===== config.mk =====
export PLATFORM = sky130hd
export DESIGN_NAME = mem_access_arbiter
export DESIGN_NICKNAME = d
export VERILOG_FILES = /design/src/rtl/mem_access_arbiter.sv
export SDC_FILE = /design/constraint.sdc
export NUM_CORES = 1
export LEC_CHECK = 0
export ABC_AREA = 0
export CAP_MARGIN = 20
export CORE_MARGIN = 4
export CORE_UTILIZATION = 49
export CTS_BUF_LIST = sky130_fd_sc_hd__clkbuf_8
export DETAILED_ROUTE_END_ITERATION = 8
export PLACE_DENSITY = 0.88
export SYNTH_ARGS = -nofsm -noshare
export SYNTH_HDL_FRONTEND = slang
export SYNTH_SLANG_ARGS = --single-unit
export TNS_END_PERCENT = 30

===== constraint.sdc =====
create_clock -name clk -period 4.5 [get_ports clk]
set_input_delay 0.9 -clock clk [delete_from_list [all_inputs] [get_ports clk]]
set_output_delay 0.9 -clock clk [all_outputs]
set_load 0.005 [all_outputs]

===== src/rtl/mem_access_arbiter.sv =====
// Shares one memory port between instruction fetch and data load/store.
// Latency: grant the cycle after the request, ack the cycle after mem_done or timeout.
// Backpressure: requests are level-held until ack; one access at a time, fetch protected from starvation.
module mem_access_arbiter #(
  parameter int ADDR_W       = 13,
  parameter int DATA_W       = 13,
  parameter int TIMEOUT      = 255,
  parameter int STARVE_LIMIT = 4
) (
  input  logic              clk,
  input  logic              reset,
  input  logic              if_req,
  input  logic [ADDR_W-1:0] if_addr,
  output logic              if_ack,
  input  logic              d_req,
  input  logic              d_we,
  input  logic [ADDR_W-1:0] d_addr,
  input  logic [DATA_W-1:0] d_wdata,
  output logic              d_ack,
  output logic [DATA_W-1:0] rdata,
  output logic              err,
  output logic [ADDR_W-1:0] mem_addr,
  output logic [DATA_W-1:0] mem_din,
  output logic              mem_read,
  output logic              mem_write,
  output logic              mem_instruction,
  input  logic [DATA_W-1:0] mem_dout,
  input  logic              mem_done
);

  typedef enum logic [2:0] {
    S_IDLE,
    S_FETCH,
    S_DREAD,
    S_DWRITE,
    S_RESP
  } state_t;

  state_t            r_state;
  logic              r_owner_d;
  logic [7:0]        r_wait_cnt;
  logic [3:0]        r_starve_cnt;
  logic              r_if_ack;
  logic              r_d_ack;
  logic              r_err;
  logic [DATA_W-1:0] r_rdata;
  logic [ADDR_W-1:0] r_mem_addr;
  logic [DATA_W-1:0] r_mem_din;
  logic              r_mem_read;
  logic              r_mem_write;
  logic              r_mem_instruction;

  logic       w_starve_full;
  logic       w_grant_fetch;
  logic [7:0] w_wait_next;
  logic       w_timeout;

  // Fetch wins when alone, or when data has already taken its quota of back-to-back grants.
  assign w_starve_full = (r_starve_cnt == 4'(STARVE_LIMIT));
  assign w_grant_fetch = if_req && (!d_req || w_starve_full);
  // r_wait_cnt counts completed active cycles; the current one brings it to w_wait_next,
  // so the abort fires at the end of the TIMEOUT-th active cycle.
  assign w_wait_next   = r_wait_cnt + 8'd1;
  assign w_timeout     = (w_wait_next == 8'(TIMEOUT));

  // Arbitration FSM with all outputs registered.
  always_ff @(posedge clk) begin
    if (reset) begin
      r_state           <= S_IDLE;
      r_owner_d         <= 1'b0;
      r_wait_cnt        <= '0;
      r_starve_cnt      <= '0;
      r_if_ack          <= 1'b0;
      r_d_ack           <= 1'b0;
      r_err             <= 1'b0;
      r_rdata           <= '0;
      r_mem_addr        <= '0;
      r_mem_din         <= '0;
      r_mem_read        <= 1'b0;
      r_mem_write       <= 1'b0;
      r_mem_instruction <= 1'b0;
    end else begin
      r_if_ack <= 1'b0;
      r_d_ack  <= 1'b0;
      r_err    <= 1'b0;
      case (r_state)
        S_IDLE: begin
          r_wait_cnt <= '0;
          if (w_grant_fetch) begin
            r_state           <= S_FETCH;
            r_owner_d         <= 1'b0;
            r_mem_addr        <= if_addr;
            r_mem_read        <= 1'b1;
            r_mem_instruction <= 1'b1;
            r_starve_cnt      <= '0;
          end else if (d_req) begin
            r_owner_d  <= 1'b1;
            r_mem_addr <= d_addr;
            if (d_we) begin
              r_state     <= S_DWRITE;
              r_mem_write <= 1'b1;
              r_mem_din   <= d_wdata;
            end else begin
              r_state    <= S_DREAD;
              r_mem_read <= 1'b1;
            end
            if (!if_req) begin
              r_starve_cnt <= '0;
            end else if (!w_starve_full) begin
              r_starve_cnt <= r_starve_cnt + 4'd1;
            end
          end
        end
        S_FETCH, S_DREAD, S_DWRITE: begin
          if (mem_done || w_timeout) begin
            r_state           <= S_RESP;
            r_mem_read        <= 1'b0;
            r_mem_write       <= 1'b0;
            r_mem_instruction <= 1'b0;
            r_if_ack          <= !r_owner_d;
            r_d_ack           <= r_owner_d;
            r_err             <= !mem_done;
            if (mem_done && (r_state != S_DWRITE)) begin
              r_rdata <= mem_dout;
            end
          end else begin
            r_wait_cnt <= w_wait_next;
          end
        end
        default: begin
          r_state <= S_IDLE;
        end
      endcase
    end
  end

  assign if_ack          = r_if_ack;
  assign d_ack           = r_d_ack;
  assign err             = r_err;
  assign rdata           = r_rdata;
  assign mem_addr        = r_mem_addr;
  assign mem_din         = r_mem_din;
  assign mem_read        = r_mem_read;
  assign mem_write       = r_mem_write;
  assign mem_instruction = r_mem_instruction;

endmodule


==> key figures <==
Synthesis
  • Syn avg cell area: 8.89 sq um
  • Primary FF master, synth: dfxtp_1
  • Synth Area in Simple Gates: 20.1%
  • Synth unique cells: 48
  • Async set or reset register ratio after synthesis: 0%
  • Synthesized cell area: 2710 sq um
  • Post-synthesis sequential area ratio: 45.0%
  • Gate count after technology mapping: 305
  • Largest family of logic cells by synthesized area: simple AND/OR/NAND/NOR gates
  • Post-synth EDFFs: 0
  • Adder-Cell Fraction of Synth Area: 1.85%
  • Yosys reg bits: 61
  • XOR/XNOR Fraction of Synth Area: 0.646%
  • Synth Net Count: 367
  • Synth warnings: 0
  • Post-synthesis mux area share: 9.60%
  • Post-synthesis compound-gate area fraction: 16.9%

Power
  • Worst VDD drop: 0.252 mV
  • Cell Pwr Density: 385 nW/um^2
  • Leakage power: 1.38 nW
  • Total power: 1.48 mW

Finish
  • Fin nets: 459
  • Ratio of cells with drive above 1 in the final layout: 5.76%
  • FILL cells: 398
  • Antenna Cells: 0
  • Area delta synth->final: 42.2%
  • Sequential cell area: 1220 sq um
  • Final Instance Count excl. Fillers: 469
  • Multi-input combinational cell area: 1340 sq um

Drt
  • DR pass1 iterations: 4
  • Final WL: 7030 microns
  • Initial DRC Count: 199
  • Routed vias: 2569
  • Via-to-Cell Ratio: 5.48
  • DRC errors left: 0
  • Post-DRT Antenna Nets: 0
  • Drt wl/cell: 15.0 microns

Status
  • Status: finished, final reports clean

Clock tree
  • CTS Buf Count: 9
  • Clk Tree Root Cell: clkbuf_8
  • CTS Sinks: 61
  • Setup Buffers After CTS: 0
  • Post-CTS Hold Fix Bufs: 0
  • Clock-pin slew on the worst setup and hold paths: 0.06 ns
  • Post-cts sizing count: 0
  • Worst-skew pair later-pin latency: 0.34 ns
  • H-tree levels: 3
  • CTS tree: yes
  • Clock Tree Buf Depth: 2

Setup path
  • CP max stage delay: 0.76 ns
  • Crit Path Category: primary input to flip-flop
  • Crit Path Max Fanout: 30
  • CP Launch Type: primary input
  • Critical path cell sequence: clkdlybuf4s50_1 -> nor2_1 -> nor2_2 -> o21ai_0 -> nand2_1 -> a21oi_1
  • CP required: 4.68 ns
  • Worst path bufs/invs: 1
  • Slowest CP cell: nor2_2
  • CP endpoint kind: flip-flop
  • Crit path max-delay family: simple AND/OR/NAND/NOR gates
  • Crit path DAT: 2.82 ns

Place
  • RD Place Congestion: 0.890
  • Cell count after placement: 456
  • Buffers on Ports: 102
  • Post-DP HPWL: 5110 microns

Timing
  • Setup violators final: 0
  • Final period util: 58.6%
  • Fmax: 380 MHz
  • Skew final: 0.00504 ns
  • Fin. Hold Viols: 0
  • RSZ-0062 raised after global routing: false
  • Min Tclk post-route: 2.63 ns
  • Setup TNS: 0 ns
  • Worst slew margin: 32.1%
  • Pins Over Slew Limit: 0
  • Slew @ Worst Pin: 1.02 ns

Flow run
  • Max_cap viols: 0

GRT
  • Initial antenna violation count: 0
  • Vias in the first global route: 2509
  • Largest net degree at the start of global routing: 58
  • GRT Overall Usage: 21.3%
  • First-pass GRT wire length: 11000 microns
  • GRT overflow: 0

Floorplan
  • Initial Utilization: 51.8%
  • Top Ports: 103
  • Chip height: 82.4 microns
  • Die ar.: 6790 sq um
  • Die width: 82.4 microns
  • Row count: 26
  • Core footprint: 5240 sq um

Hold path
  • Hold Crit Class: flip-flop to flip-flop
[cell usage after synthesis, types with 4 or more instances]
library cell,number,area (sq um)
mux2i_1,26,260
nor2_1,44,165
buf_2,7,35.0
a31oi_1,4,25.0
o21ai_0,9,45.0
nand3_1,4,20.0
inv_1,5,18.8
buf_6,5,56.3
dfxtp_1,61,1220
a21oi_1,24,120
clkbuf_1,6,22.5
ha_1,4,50.1
nand2_1,35,131
a211oi_1,15,113
o211ai_1,5,37.5
nor3_1,4,20.0
nand4_1,5,31.3
[cell usage in the layout (no fill, tap or decap), types with 5 or more instances in the layout]
cell	count
nand4_1	5
mux2i_1	26
o211ai_1	5
nor2_1	43
o21ai_0	9
inv_1	6
clkdlybuf4s50_1	101
dfxtp_1	61
a21oi_1	24
nand2_1	35
a211oi_1	15
clkbuf_8	9
[per-layer routing]
metal / vias up / share of wire [%] / global-route usage (%)
li1: 1265 / - / -
met1: 1155 / 39 / 23.2
met2: 129 / 48 / 35.9
met3: 20 / 11 / 7.05
met4: 0 / 2.2 / 12.8
met5: - / 0 / 0
[worst register-to-register path, stage by stage (launching register included)]
cell and delay (ns):
dfxtp_1 0.39, or3_1 0.60, nor2_2 0.84, o21ai_0 0.23
nand2_1 0.14, a21oi_1 0.07
[registers in the layout, indices dropped and copies added (netlist names)]
signal / flops
d_ack: 1
err: 1
if_ack: 1
mem_addr: 13
mem_din: 13
mem_instruction: 1
mem_read: 1
mem_write: 1
r_owner_d: 1
r_starve_cnt: 4
r_state: 3
r_wait_cnt: 8
rdata: 13
[logic make-up (layout without fill, tap and decap cells)]
logic type / after synthesis / in the layout
fa+ha+maj: 4 / 4
simple gates: 114 / 114
compound gates: 71 / 71
mux: 26 / 26
xor+xnor: 2 / 2
flops: 61 / 61
buf+inv: 27 / 121
[final timing paths]
kind | startpoint | to | slack (ns) | cells past startpoint
setup / recovery | d_req | r_starve_cnt[2]$_SDFFE_PP0P_ | 1.87 | 6
hold / removal | mem_din[6]$_SDFFE_PP0P_ | mem_din[6]$_SDFFE_PP0P_ | 0.46 | 2
setup reg to reg | r_state[2]$_SDFFE_PP0P_ | r_starve_cnt[2]$_SDFFE_PP0P_ | 2.06 | 5
hold reg to reg | mem_din[6]$_SDFFE_PP0P_ | mem_din[6]$_SDFFE_PP0P_ | 0.46 | 2
[final cells by class]
type / instances / area share [%]
inverter: 5 / 0.487
tap: 70 / 2.27
multi-input combinational: 217 / 34.7
timing repair buffer: 103 / 26.5
clock buffer: 9 / 3.21
sequential: 61 / 31.7
clock inverter: 4 / 1.14
[power breakdown]
group          switching, mW  internal, mW
logic                  0.184         0.212
clock network          0.197         0.242
registers             0.0448         0.603
total                  0.426          1.06
[metrics by stage]
| stage | setup WS, ns | hold slack (ns) | utilization (%) | area (sq um) |
|---|---|---|---|---|
| floorplan | 2.52 | 0.417 | - | 2710 |
| global placement | 1.66 | 0.441 | 70.4 | 3690 |
| detailed placement | 1.56 | 0.444 | 70.4 | 3690 |
| CTS | 1.93 | 0.457 | 73.6 | 3860 |
| global route | 1.70 | 0.482 | 73.6 | 3860 |
| finish | 1.87 | 0.456 | 73.6 | 3860 |
(Power assumes the default switching activity.)
